==> src/rtl/seven_segment_capture.sv <==
// Seven-segment display snooper: watches a multiplexed, active-low anode/segment
// bus, captures each digit once it has been stable for STABLE_CYCLES cycles, and
// publishes a full 8-digit frame with a valid/ready handshake.
module seven_segment_capture #(
    parameter int unsigned STABLE_CYCLES = 4
) (
    input  logic        clk,
    input  logic        rst,
    input  logic [7:0]  anode,
    input  logic [6:0]  segments,
    output logic [31:0] frame_digits,
    output logic [7:0]  frame_err,
    output logic        frame_valid,
    input  logic        frame_ready,
    output logic        overrun
);

    localparam int unsigned CNT_W = 8;
    localparam logic [CNT_W-1:0] CNT_MAX = CNT_W'(STABLE_CYCLES - 1);

    typedef enum logic [1:0] {
        IDLE  = 2'd0,
        TRACK = 2'd1,
        HOLD  = 2'd2
    } state_t;

    state_t           state;
    logic [7:0]       prev_anode;
    logic [6:0]       prev_segments;
    logic [CNT_W-1:0] cnt;
    logic [7:0]       mask;
    logic [31:0]      work_digits;
    logic [7:0]       work_err;

    logic             same;
    logic             anode_valid;
    logic [2:0]       sel_idx;
    logic [3:0]       zeros;
    logic [CNT_W-1:0] cnt_next;
    logic             capture;
    logic             new_digit;
    logic [7:0]       mask_next;
    logic             complete;
    logic [3:0]       dec_nib;
    logic             dec_err;
    logic [31:0]      digits_ins;
    logic [7:0]       err_ins;

    // Active-low pattern to {error, nibble}; anything outside the table is an error.
    function automatic logic [4:0] decode(input logic [6:0] seg);
        case (seg)
            7'b0000001: decode = 5'h00;
            7'b1001111: decode = 5'h01;
            7'b0010010: decode = 5'h02;
            7'b0000110: decode = 5'h03;
            7'b1001100: decode = 5'h04;
            7'b0100100: decode = 5'h05;
            7'b0100000: decode = 5'h06;
            7'b0001111: decode = 5'h07;
            7'b0000000: decode = 5'h08;
            7'b0000100: decode = 5'h09;
            7'b0001000: decode = 5'h0A;
            7'b1100000: decode = 5'h0B;
            7'b0110001: decode = 5'h0C;
            7'b1000010: decode = 5'h0D;
            7'b0110000: decode = 5'h0E;
            7'b0111000: decode = 5'h0F;
            default:    decode = 5'h10;
        endcase
    endfunction

    // Digit select, stability tracking and capture/frame-completion decisions.
    always_comb begin
        zeros   = 4'd0;
        sel_idx = 3'd0;
        for (int i = 0; i < 8; i++) begin
            if (!anode[i]) begin
                zeros   = zeros + 4'd1;
                sel_idx = 3'(i);
            end
        end
        anode_valid = (zeros == 4'd1);

        same = (anode == prev_anode) && (segments == prev_segments);
        if (!same)
            cnt_next = '0;
        else if (cnt == CNT_MAX)
            cnt_next = cnt;
        else
            cnt_next = cnt + CNT_W'(1);

        // Capture on the edge where the counter reaches its terminal value.
        capture   = (state == TRACK) && same && (cnt_next == CNT_MAX);
        new_digit = capture && !mask[sel_idx];
        mask_next = mask | (8'(1) << sel_idx);
        complete  = new_digit && (mask_next == 8'hFF);

        {dec_err, dec_nib} = decode(segments);
        digits_ins = work_digits;
        digits_ins[4*int'(sel_idx) +: 4] = dec_nib;
        err_ins = work_err;
        err_ins[sel_idx] = dec_err;
    end

    // State, working frame and published frame registers.
    always_ff @(posedge clk) begin
        if (rst) begin
            state         <= IDLE;
            prev_anode    <= 8'h00;
            prev_segments <= 7'h00;
            cnt           <= '0;
            mask          <= 8'h00;
            work_digits   <= 32'h0;
            work_err      <= 8'h00;
            frame_digits  <= 32'h0;
            frame_err     <= 8'h00;
            frame_valid   <= 1'b0;
            overrun       <= 1'b0;
        end else begin
            prev_anode    <= anode;
            prev_segments <= segments;
            cnt           <= cnt_next;

            if (!same) begin
                state <= anode_valid ? TRACK : IDLE;
            end else begin
                case (state)
                    IDLE:    if (anode_valid) state <= TRACK;
                    TRACK:   if (capture) state <= HOLD;
                    HOLD:    state <= HOLD;
                    default: state <= IDLE;
                endcase
            end

            if (new_digit) begin
                work_digits <= digits_ins;
                work_err    <= err_ins;
                mask        <= complete ? 8'h00 : mask_next;
            end

            if (complete) begin
                if (!frame_valid || frame_ready) begin
                    frame_digits <= digits_ins;
                    frame_err    <= err_ins;
                    frame_valid  <= 1'b1;
                end else begin
                    overrun <= 1'b1;
                end
            end else if (frame_ready) begin
                frame_valid <= 1'b0;
            end
        end
    end

endmodule
==> config.mk <==
export PLATFORM = sky130hd
export DESIGN_NAME = seven_segment_capture
export DESIGN_NICKNAME = d
export VERILOG_FILES = /design/src/rtl/seven_segment_capture.sv
export SDC_FILE = /design/constraint.sdc
export NUM_CORES = 1
export LEC_CHECK = 0
export ABC_AREA = 1
export BUFFER_PORTS_ARGS = -buffer_cell sky130_fd_sc_hd__buf_2
export CORE_UTILIZATION = 25
export DETAILED_ROUTE_END_ITERATION = 7
export GPL_TIMING_DRIVEN = 0
export PLACE_DENSITY = 0.4
export SYNTH_ARGS = -nofsm -noshare
export SYNTH_HDL_FRONTEND = slang
export SYNTH_SLANG_ARGS = --single-unit
==> constraint.sdc <==
create_clock -name clk -period 4.95 [get_ports clk]
set_input_delay 0 -clock clk [delete_from_list [all_inputs] [get_ports clk]]
set_output_delay 0 -clock clk [all_outputs]
set_load 0.02 [all_outputs]
==> results of run 1 <==
worst max path at each step:
stage / end / start / slack, ns
floorplan: state[1]$_SDFFE_PP0P_ / anode[1] / 1.13
global placement: state[1]$_SDFFE_PP0P_ / anode[1] / 0.66
detailed placement: state[1]$_SDFFE_PP0P_ / anode[1] / 0.65
global route: state[1]$_SDFFE_PP0P_ / anode[1] / 0.13
CTS: state[1]$_SDFFE_PP0P_ / anode[1] / 0.54
finish: state[1]$_SDFFE_PP0P_ / anode[0] / 0.55
area by class of cell:
| type | count | area (µm²) | share of cell area (%) |
|---|---|---|---|
| Buffer | 39 | 236 | 3.04 |
| Clock buffer | 18 | 439 | 5.64 |
| Clock inverter | 13 | 87.6 | 1.13 |
| Inverter | 156 | 588 | 7.55 |
| Multi-Input combinational cell | 709 | 3310 | 42.5 |
| Sequential cell | 115 | 2300 | 29.6 |
| Tap cell | 330 | 413 | 5.30 |
| Timing Repair Buffer | 67 | 410 | 5.27 |
stage by stage:
step	instances	hold slack [ns]
floorplan	1019	0.114
global placement	1401	0.279
detailed placement	1401	0.285
CTS	1447	0.00624
global route	1447	0.0374
finish	1447	0.00531
cells by family (layout without fill, tap and decap cells):
logic type      count (synthesis)  count (layout)  synth area share (%)
buf+inv                       195             293                  12.8
simple gates                  543             543                  35.4
compound gates                139             139                  11.4
flops                         115             115                  35.8
fa+ha+maj                      16              16                  3.11
xor+xnor                       11              11                  1.50
flip-flops by register name (all words and copies together) (netlist names), 2 cells and up:
| signal | cells |
|---|---|
| cnt | 8 |
| frame_err | 8 |
| prev_anode | 8 |
| state | 2 |
| prev_segments | 7 |
| work_err | 8 |
| work_digits | 32 |
| mask | 8 |
| frame_digits | 32 |
power groups by stage:
stage                     Clock, mW  Combinational [mW]  Sequential [mW]
after floorplan                   0               0.150            0.957
after global placement            0               0.212            0.957
after detailed placement          0               0.212            0.957
after CTS                      1.15               0.222            0.937
after global routing           1.19               0.254            0.937
final                          1.11               0.219            0.937
synth_stat cells, types with 2 or more instances:
cell       instances  area share (%)
inv_2             10            0.58
nor2_2            12             1.2
inv_1            143             8.3
nor3_1            25             1.9
nand3b_1           2            0.23
xnor2_1            3            0.41
nand3_1           50             3.9
nor2_1           193              11
buf_6              7             1.2
buf_2              6            0.47
nor2_4             3            0.52
nand2_2            2            0.19
o21ai_0           81             6.3
or2_2              6            0.58
a21oi_1           17             1.3
buf_4              8            0.93
ha_1              16             3.1
dfxtp_1          115              36
nand2_1          234              14
o2111ai_1          2            0.27
clkinv_1           2            0.12
nand4_1           10            0.97
clkbuf_1          18             1.0
xor2_1             8             1.1
o21ai_1           31             2.4
critical path, delay by kind of cell:
kind                       cells  cell delay [ns]
AOI/OAI and AO/OA              1             0.12
adders and majority gates      6             1.67
buffers and inverters          7             0.95
and+or+nand+nor               17             1.93
layout by cell type, fill, tap and decap left out, types with 12 or more instances in the layout:
| cell | instances |
|---|---|
| clkbuf_1 | 18 |
| nor2_1 | 193 |
| buf_2 | 58 |
| nor2_2 | 12 |
| ha_1 | 16 |
| nand3_1 | 50 |
| clkbuf_16 | 17 |
| dlygate4sd3_1 | 15 |
| o21ai_0 | 81 |
| nor3_1 | 25 |
| o21ai_1 | 31 |
| a21oi_1 | 17 |
| dfxtp_1 | 115 |
| nand2_1 | 234 |
| inv_1 | 143 |
per-layer routing:
metal	up-vias	share of wire, %
met5	-	0
met4	0	1.0
met3	10	3.5
met2	100	45
met1	2707	51
li1	3340	-
==> run summary, run 1 <==
Status: complete, no violations
GR Layer Usage met1: 20.2%
Combinational power share: 9.6%
Vias in the first global route: 5,907
Slew HR: 51.6%
Die width: 162 µm
Pint: 1.65 mW
Initial antenna violation count: 0
Number of DRC markers in iteration 0: 364
Post-Syn Area per Cell: 6.31 µm²
Pre-antenna DRT Iters: 5
Core Box Area: 25,200 µm²
Clk pwr share: 49.0%
Final Hold Violating Endpoints: 0
Hold depth: 3
Site Rows: 58
Worst R2R Path Depth: 15
Min-Delay Startpoint: anode[7]
Power Density: 291 nW/µm²
Synth Flop Type: dfxtp_1
Largest net degree at the start of global routing: 17
Asr flop ratio synth: 0%
Final Critical Period: 4.40 ns
RSZ-0062 raised after global routing: no
IO Port Bufs: 52
First-pass GRT wire length: 31,300 µm
Psw: 0.614 mW
Pleak: 3.62 nW
Worst hold-check path type: primary input to flip-flop
Clock sinks: 115
Kind of critical path: primary input to flip-flop
Mapped Nets: 1,053
Sw Share: 27.1%
Most numerous cell on the critical path: nand2_1
Flop pwr share: 41.3%
Pwr Total: 2.27 mW
Yosys warns: 0
Critical path's slowest cell: dlygate4sd3_1
FF-to-FF End: work_digits[6]$_SDFFE_PP0P_
R2R Path Start: cnt[0]$_SDFF_PP0_
M2 GR Usage: 25.1%
Grt total ovfl: 0
All-layer global routing usage: 15.3%
Finished Cell Area: 7780 µm²
Worst path max stage delay: 0.53 ns
WP data required: 5.26 ns
Hold_buf cts: 15
Number of setup buffers added after CTS: 0
Cell chosen for the clock root: clkbuf_16
H-tree level count: 4
Fmax: 227 MHz
Layout Nets: 1,139
Chip Height: 162 µm
DRC viols: 0
HPWL Detailed: 14,300 µm
FF-to-FF setup slack: 2.23 ns
Clk_skew: 0.0111 ns
Area growth, synth to finish: 21.0%
IO Count: 60
Crit. End Element: flip-flop
Routed len/inst: 13.1 µm
# resized after CTS: 0
DRT antenna net count: 0
Total Wirelength: 19,000 µm
Worst-Skew Late Latency: 0.41 ns
CP Launch Type: primary input
Pins Over Slew Limit: 0
Peak supply drop: 0.000212 V
Grt peak-use layer: met2
Num CTS Buffers: 17
Initial Util: 25.6%
CP max FO: 5
Vias after detailed routing: 6,157
Routability cong.: 0.797
Sequential fraction of the synthesis area: 35.8%
Count of cell types in the netlist: 40
Worst slack, placed: 0.652 ns
Fillers: 2,822
Final setup violation count: 0
Dpl cell area: 7110 µm²
Layout Utilization: 30.9%
TNS Setup: 0 ns
Die area: 26,400 µm²
Layout cells sized above 1: 12.8%
CTS tree: yes
Actual slew at the worst max-slew pin: 0.721 ns
Mapped Area: 6430 µm²
Synthesis-stage register bit count: 115
Hold EP: prev_anode[7]$_SDFF_PP0_
CTS Buffer Depth: 2
Worst endpoint data arrival time: 4.70 ns
Max-Cap Viols: 0
Avg Vias per Cell: 4.26
Antenna cells: 0
Worst Setup Slack, final: 0.553 ns
Final worst-path cycle share: 88.8%
Post-Syn Instances: 1,019
Post-synth EDFFs: 0
GR Util met3: 3.31%
Clk slew on worst S/H paths: 0.05 ns
Note: power is estimated with default switching activity, not from simulation.
==> run 2, diff against run 1 <==
--- a/config.mk
+++ b/config.mk
@@ -7,10 +7,10 @@
 export LEC_CHECK = 0
 export ABC_AREA = 1
 export BUFFER_PORTS_ARGS = -buffer_cell sky130_fd_sc_hd__buf_2
-export CORE_UTILIZATION = 25
+export CORE_UTILIZATION = 45
 export DETAILED_ROUTE_END_ITERATION = 7
 export GPL_TIMING_DRIVEN = 0
-export PLACE_DENSITY = 0.4
+export PLACE_DENSITY = 0.63
 export SYNTH_ARGS = -nofsm -noshare
 export SYNTH_HDL_FRONTEND = slang
 export SYNTH_SLANG_ARGS = --single-unit
==> constraint.sdc (replaced) <==
create_clock -name clk -period 4.95 [get_ports clk]
set_input_delay 0.2475 -clock clk [delete_from_list [all_inputs] [get_ports clk]]
set_output_delay 0.2475 -clock clk [all_outputs]
set_load 0.02 [all_outputs]
==> run summary, run 2 (same netlist as run 1, synthesis figures left out) <==
Num CTS Buffers: 17 (unchanged)
Commonest non-fill, non-tap cells in the layout: 234 x nand2_1, 193 x nor2_1, 143 x inv_1
CTS tree: yes
Pint: 1.70 mW (+3.0%)
Routability cong.: 0.836 (+5.0%)
Clk pwr share: 49.6% (+0.6 points)
Clk slew on worst S/H paths: 0.05 ns (about the same)
Sw Share: 24.9% (-2.2 points)
CTS Buffer Depth: 2 (unchanged)
Pre-antenna DRT Iters: 4 (-1)
Final setup violation count: 0 (unchanged)
DRT antenna net count: 0 (unchanged)
Kind of critical path: primary input to flip-flop
Final Hold Violating Endpoints: 0 (unchanged)
Commonest non-fill, non-tap cell in the layout: nand2_1
Most numerous cell on the critical path: nand2_1
Initial antenna violation count: 0 (unchanged)
Clk_skew: 0.00710 ns (-0.00395 ns)
GR Util met3: 3.98% (+0.67 points)
Initial Util: 46.2% (+21 points)
TNS Setup: 0 ns (unchanged)
Pins Over Slew Limit: 0 (unchanged)
IO Port Bufs: 52 (unchanged)
Min-Delay Startpoint: anode[3]
Status: complete, no violations
Pleak: 3.57 nW (-1.6%)
Worst slack, placed: 0.436 ns (-0.217 ns)
Worst Setup Slack, final: 0.863 ns (+0.310 ns)
Worst endpoint data arrival time: 4.39 ns (-0.31 ns)
Fillers: 1,480 (-48%)
H-tree level count: 4 (unchanged)
Area occupied by multi-input gates: 3310 µm² (unchanged)
Largest net degree at the start of global routing: 17 (unchanged)
Final Critical Period: 4.09 ns (-0.310 ns)
Flop pwr share: 41.3% (about the same)
Hold_buf cts: 0 (-15)
# resized after CTS: 0 (unchanged)
Register Area: 2300 µm² (unchanged)
Layout cells sized above 1: 12.8% (about the same)
Area growth, synth to finish: 16.0%
Power Density: 304 nW/µm² (+4.3%)
Antenna cells: 0 (unchanged)
Grt peak-use layer: met2
Worst hold-check path type: primary input to flip-flop
Final worst-path cycle share: 82.6% (-6.3 points)
RSZ-0062 raised after global routing: no
Number of DRC markers in iteration 0: 339 (-6.9%)
GR Layer Usage met1: 31.8% (+12 points)
First-pass GRT wire length: 25,900 µm (-17%)
IO Count: 60 (unchanged)
CP Launch Type: primary input
Worst path max stage delay: 0.35 ns (-0.18 ns)
Die area: 14,800 µm² (-44%)
Chip Height: 122 µm (-25%)
Combinational power share: 9.1% (-0.5 points)
Layout Utilization: 53.6% (+23 points)
Routed len/inst: 12.6 µm (-4.1%)
Site Rows: 43 (-26%)
Vias after detailed routing: 6,148 (-0.15%)
CP delay by family, top: simple AND/OR/NAND/NOR gates
Cell chosen for the clock root: clkbuf_16
Crit. End Element: flip-flop
R2R Path Start: cnt[0]$_SDFF_PP0_
Grt total ovfl: 0 (unchanged)
Fmax: 245 MHz (+7.6%)
Core Box Area: 13,900 µm² (-45%)
CP max FO: 5 (unchanged)
Slew HR: 50.7% (-0.90 points)
DRC viols: 0 (unchanged)
Total Wirelength: 16,100 µm (-15%)
Layout Nets: 1,124 (-1.3%)
Psw: 0.565 mW (-8.1%)
M2 GR Usage: 34.7% (+9.5 points)
Peak supply drop: 0.000240 V (+13%)
WP data required: 5.25 ns (about the same)
Actual slew at the worst max-slew pin: 0.734 ns (+0.0134 ns)
Die width: 122 µm (-25%)
Number of setup buffers added after CTS: 0 (unchanged)
Max-Cap Viols: 0 (unchanged)
HPWL Detailed: 11,900 µm (-16%)
Avg Vias per Cell: 4.80 (+13%)
Vias in the first global route: 5,362 (-9.2%)
Crit path buffers/inverters: 6 (-1)
Regs by FF count: frame_digits (32), work_digits (32)
Worst Setup SP: anode[1]
Worst-Skew Late Latency: 0.41 ns (about the same)
All-layer global routing usage: 22.6% (+7.3 points)
Clock sinks: 115 (unchanged)
Critical path's slowest cell: ha_1
==> run 2: path summary, 6_finish.rpt <==
path	end	slack (ns)	cells past startpoint
worst min register to register	overrun$_SDFFE_PP0P_	0.45	2
worst max-delay path	state[1]$_SDFFE_PP0P_	0.86	30
worst max register to register	frame_digits[11]$_SDFFE_PP0P_	2.38	14
worst min-delay path	prev_anode[3]$_SDFF_PP0_	0.11	3
==> run 2: power by group through the flow <==
stage | sequential (mW) | clock, mW | combinational (mW)
after floorplan | 0.957 | 0 | 0.150
after global placement | 0.957 | 0 | 0.202
after detailed placement | 0.957 | 0 | 0.204
after CTS | 0.938 | 1.15 | 0.205
after global routing | 0.938 | 1.19 | 0.236
final | 0.938 | 1.13 | 0.206
==> run 2: worst register-to-register path, delay by kind of cell (launching register included) <==
kind	cells	cell delay [ns]
AOI/OAI and AO/OA	1	0.12
adders and majority gates	1	0.25
buffers and inverters	2	0.39
DFF	1	0.37
and+or+nand+nor	10	1.35
==> run 2: layout make-up <==
type / instances / area share, %
repair buffers: 52 / 3.49
clock buffers: 20 / 6.12
plain buffers: 39 / 3.17
multi-input cells: 709 / 44.3
clock inverters: 10 / 1.16
inverters: 156 / 7.88
well taps: 180 / 3.02
flip-flops and latches: 115 / 30.8
==> run 2: per-stage QoR <==
step	std cells	area (µm²)	total power, mW	hold WS, ns
floorplan	1019	6430	1.11	0.362
global placement	1251	6920	1.16	0.434
detailed placement	1251	6920	1.16	0.439
CTS	1281	7460	2.29	0.102
global route	1281	7460	2.37	0.113
finish	1281	7460	2.27	0.112
==> run 2: metal layers <==
metal | wire length [µm] | vias to the layer above
met5 | 0 | -
met4 | 256 | 0
met3 | 874 | 22
met2 | 6810 | 166
met1 | 8190 | 2650
li1 | - | 3310
==> run 3, diff against run 2 <==
--- a/config.mk
+++ b/config.mk
@@ -10,7 +10,7 @@
 export CORE_UTILIZATION = 45
 export DETAILED_ROUTE_END_ITERATION = 7
 export GPL_TIMING_DRIVEN = 0
-export PLACE_DENSITY = 0.63
+export PLACE_DENSITY = 0.66
 export SYNTH_ARGS = -nofsm -noshare
 export SYNTH_HDL_FRONTEND = slang
 export SYNTH_SLANG_ARGS = --single-unit
==> constraint.sdc (replaced) <==
create_clock -name clk -period 3.7 [get_ports clk]
set_input_delay 0.185 -clock clk [delete_from_list [all_inputs] [get_ports clk]]
set_output_delay 0.185 -clock clk [all_outputs]
set_load 0.02 [all_outputs]
==> run summary, run 3 (same netlist as run 1, synthesis figures left out) <==
Power Density: 415 nW/µm² (+37%)
Chip Height: 122 µm (unchanged)
Commonest non-fill, non-tap cells in the layout: 226 x nand2_1, 193 x nor2_1, 139 x inv_1
Combinational power share: 9.8% (+0.7 points)
Register Area: 2300 µm² (unchanged)
Vias after detailed routing: 6,157 (+0.15%)
CP max FO: 5 (unchanged)
Pleak: 3.60 nW (+0.90%)
Worst hold-check path type: primary input to flip-flop
Final Critical Period: 3.50 ns
Core Box Area: 13,900 µm² (unchanged)
Hold_buf cts: 0 (unchanged)
Initial antenna violation count: 0 (unchanged)
Kind of critical path: primary input to flip-flop
Antenna cells: 0 (unchanged)
DRT antenna net count: 0 (unchanged)
Fmax: 286 MHz
Hold depth: 3 (unchanged)
Critical path's slowest cell: ha_4
Finished Cell Area: 7600 µm² (+1.8%)
Flop pwr share: 39.7% (-1.6 points)
HPWL Detailed: 11,900 µm (about the same)
Worst path max stage delay: 0.28 ns (-0.07 ns)
Clock sinks: 115 (unchanged)
Worst-Skew Late Latency: 0.42 ns (about the same)
Regs by FF count: frame_digits (32), work_digits (32)
IO Port Bufs: 52 (unchanged)
Clk_skew: 0.0111 ns (+0.00401 ns)
All-layer global routing usage: 23.2% (+0.61 points)
Worst R2R Path Depth: 14 (unchanged)
DRC viols: 0 (unchanged)
Number of DRC markers in iteration 0: 448 (+32%)
Actual slew at the worst max-slew pin: 0.622 ns (-0.112 ns)
Pint: 2.38 mW (+40%)
Peak supply drop: 0.000323 V (+35%)
Sw Share: 24.7% (-0.20 points)
Avg Vias per Cell: 4.80 (about the same)
Total Wirelength: 16,100 µm (-0.34%)
CTS tree: yes
Critical path depth: 30 (unchanged)
Commonest non-fill, non-tap cell in the layout: nand2_1
CTS Buffer Depth: 2 (unchanged)
Psw: 0.779 mW (+38%)
WP data required: 4.00 ns (-1.25 ns)
Routability cong.: 0.868 (+3.8%)
Pins Over Slew Limit: 0 (unchanged)
Area occupied by multi-input gates: 3410 µm² (+3.1%)
Crit. End Element: flip-flop
Status: complete, no violations
Layout cells sized above 1: 14.2% (+1.4 points)
Pre-antenna DRT Iters: 7 (+3)
Area growth, synth to finish: 18.1%
Placed cells: 1,251 (unchanged)
Largest net degree at the start of global routing: 17 (unchanged)
Clk slew on worst S/H paths: 0.05 ns (about the same)
CP Launch Type: primary input
Initial Util: 46.2% (unchanged)
Cell chosen for the clock root: clkbuf_16
H-tree level count: 4 (unchanged)
Die area: 14,800 µm² (unchanged)
Crit path buffers/inverters: 6 (unchanged)
CP delay by family, top: simple AND/OR/NAND/NOR gates
IO Count: 60 (unchanged)
Number of setup buffers added after CTS: 0 (unchanged)
Final setup violation count: 0 (unchanged)
Die width: 122 µm (unchanged)
Worst endpoint data arrival time: 3.80 ns (-0.59 ns)
Hold Slack: 0.0315 ns (-0.0806 ns)
First-pass GRT wire length: 26,800 µm (+3.6%)
Fillers: 1,419 (-4.1%)
Finished Layout Cells: 1,283 (+0.16%)
Layout Nets: 1,124 (unchanged)
Grt total ovfl: 0 (unchanged)
Routed len/inst: 12.5 µm (-0.50%)
Dpl cell area: 6980 µm² (+0.83%)
Vias in the first global route: 5,601 (+4.5%)
Max-Cap Viols: 0 (unchanged)
Clk pwr share: 50.5% (+0.9 points)
Site Rows: 43 (unchanged)
Final worst-path cycle share: 94.6%
Slew HR: 58.5% (+7.8 points)
Final Hold Violating Endpoints: 0 (unchanged)
# resized after CTS: 0 (unchanged)
Num CTS Buffers: 17 (unchanged)
==> run 3: cell types whose count changed in the layout (fill, tap and decap cells not counted), sizes merged <==
cell	previous run	this run
clkbuf	38	41
clkinvlp	3	1
bufinv	1	2
==> run 3: per-stage QoR <==
step	util [%]	TNS [ns]	setup slack, ns	total power [mW]
4_1_cts	54.2	0	0.0455	3.16
3_3_place_gp	50.1	-0.595	-0.324	1.57
2_1_floorplan	-	0	0.0340	1.50
5_1_grt	54.5	-0.00496	-0.00496	3.28
6_report	54.5	0	0.201	3.16
3_5_place_dp	50.1	-0.700	-0.377	1.57
==> run 3: final timing paths <==
| path | from | end | slack, ns |
|---|---|---|---|
| worst max-delay path | anode[0] | state[1]$_SDFFE_PP0P_ | 0.20 |
| worst min-delay path | anode[1] | prev_anode[1]$_SDFF_PP0_ | 0.03 |
| worst max register to register | cnt[0]$_SDFF_PP0_ | frame_digits[18]$_SDFFE_PP0P_ | 1.10 |
| worst min register to register | work_digits[16]$_SDFFE_PP0P_ | work_digits[16]$_SDFFE_PP0P_ | 0.45 |
==> run 3: power by group through the flow <==
| stage | combinational, mW | clock [mW] | sequential [mW] |
|---|---|---|---|
| floorplan | 0.216 | 0 | 1.28 |
| global placement | 0.285 | 0 | 1.28 |
| detailed placement | 0.290 | 0 | 1.28 |
| CTS | 0.291 | 1.61 | 1.25 |
| global route | 0.352 | 1.67 | 1.26 |
| finish | 0.309 | 1.59 | 1.25 |
==> run 3: final cells by class <==
cell class,instances,share of cell area (%)
inverters,156,7.74
multi-input cells,709,44.9
clock buffers,23,6.16
repair buffers,52,3.46
well taps,180,2.96
clock inverters,9,1.38
flip-flops and latches,115,30.3
plain buffers,39,3.11
==> run 3: worst register-to-register path: stages (launching register included) <==
cell	delay (ns)
dfxtp_1	0.38
ha_1	0.25
nand2_1	0.07
nor2_1	0.10
nand2_1	0.14
inv_1	0.10
o21ai_0	0.13
nand3b_1	0.22
nor2_2	0.10
nand3_2	0.10
nor2_4	0.21
nand3_4	0.22
buf_2	0.29
nor2_1	0.14
nor2_1	0.06
==> run 3: layer usage <==
layer  up-vias  part of all wire (%)  global-route usage [%]
met3        17                   4.9                    5.20
met4         0                   1.2                    7.02
met2       148                    43                    35.4
met5         -                     0                       0
met1      2678                    50                    32.5
li1       3314                     -                       -
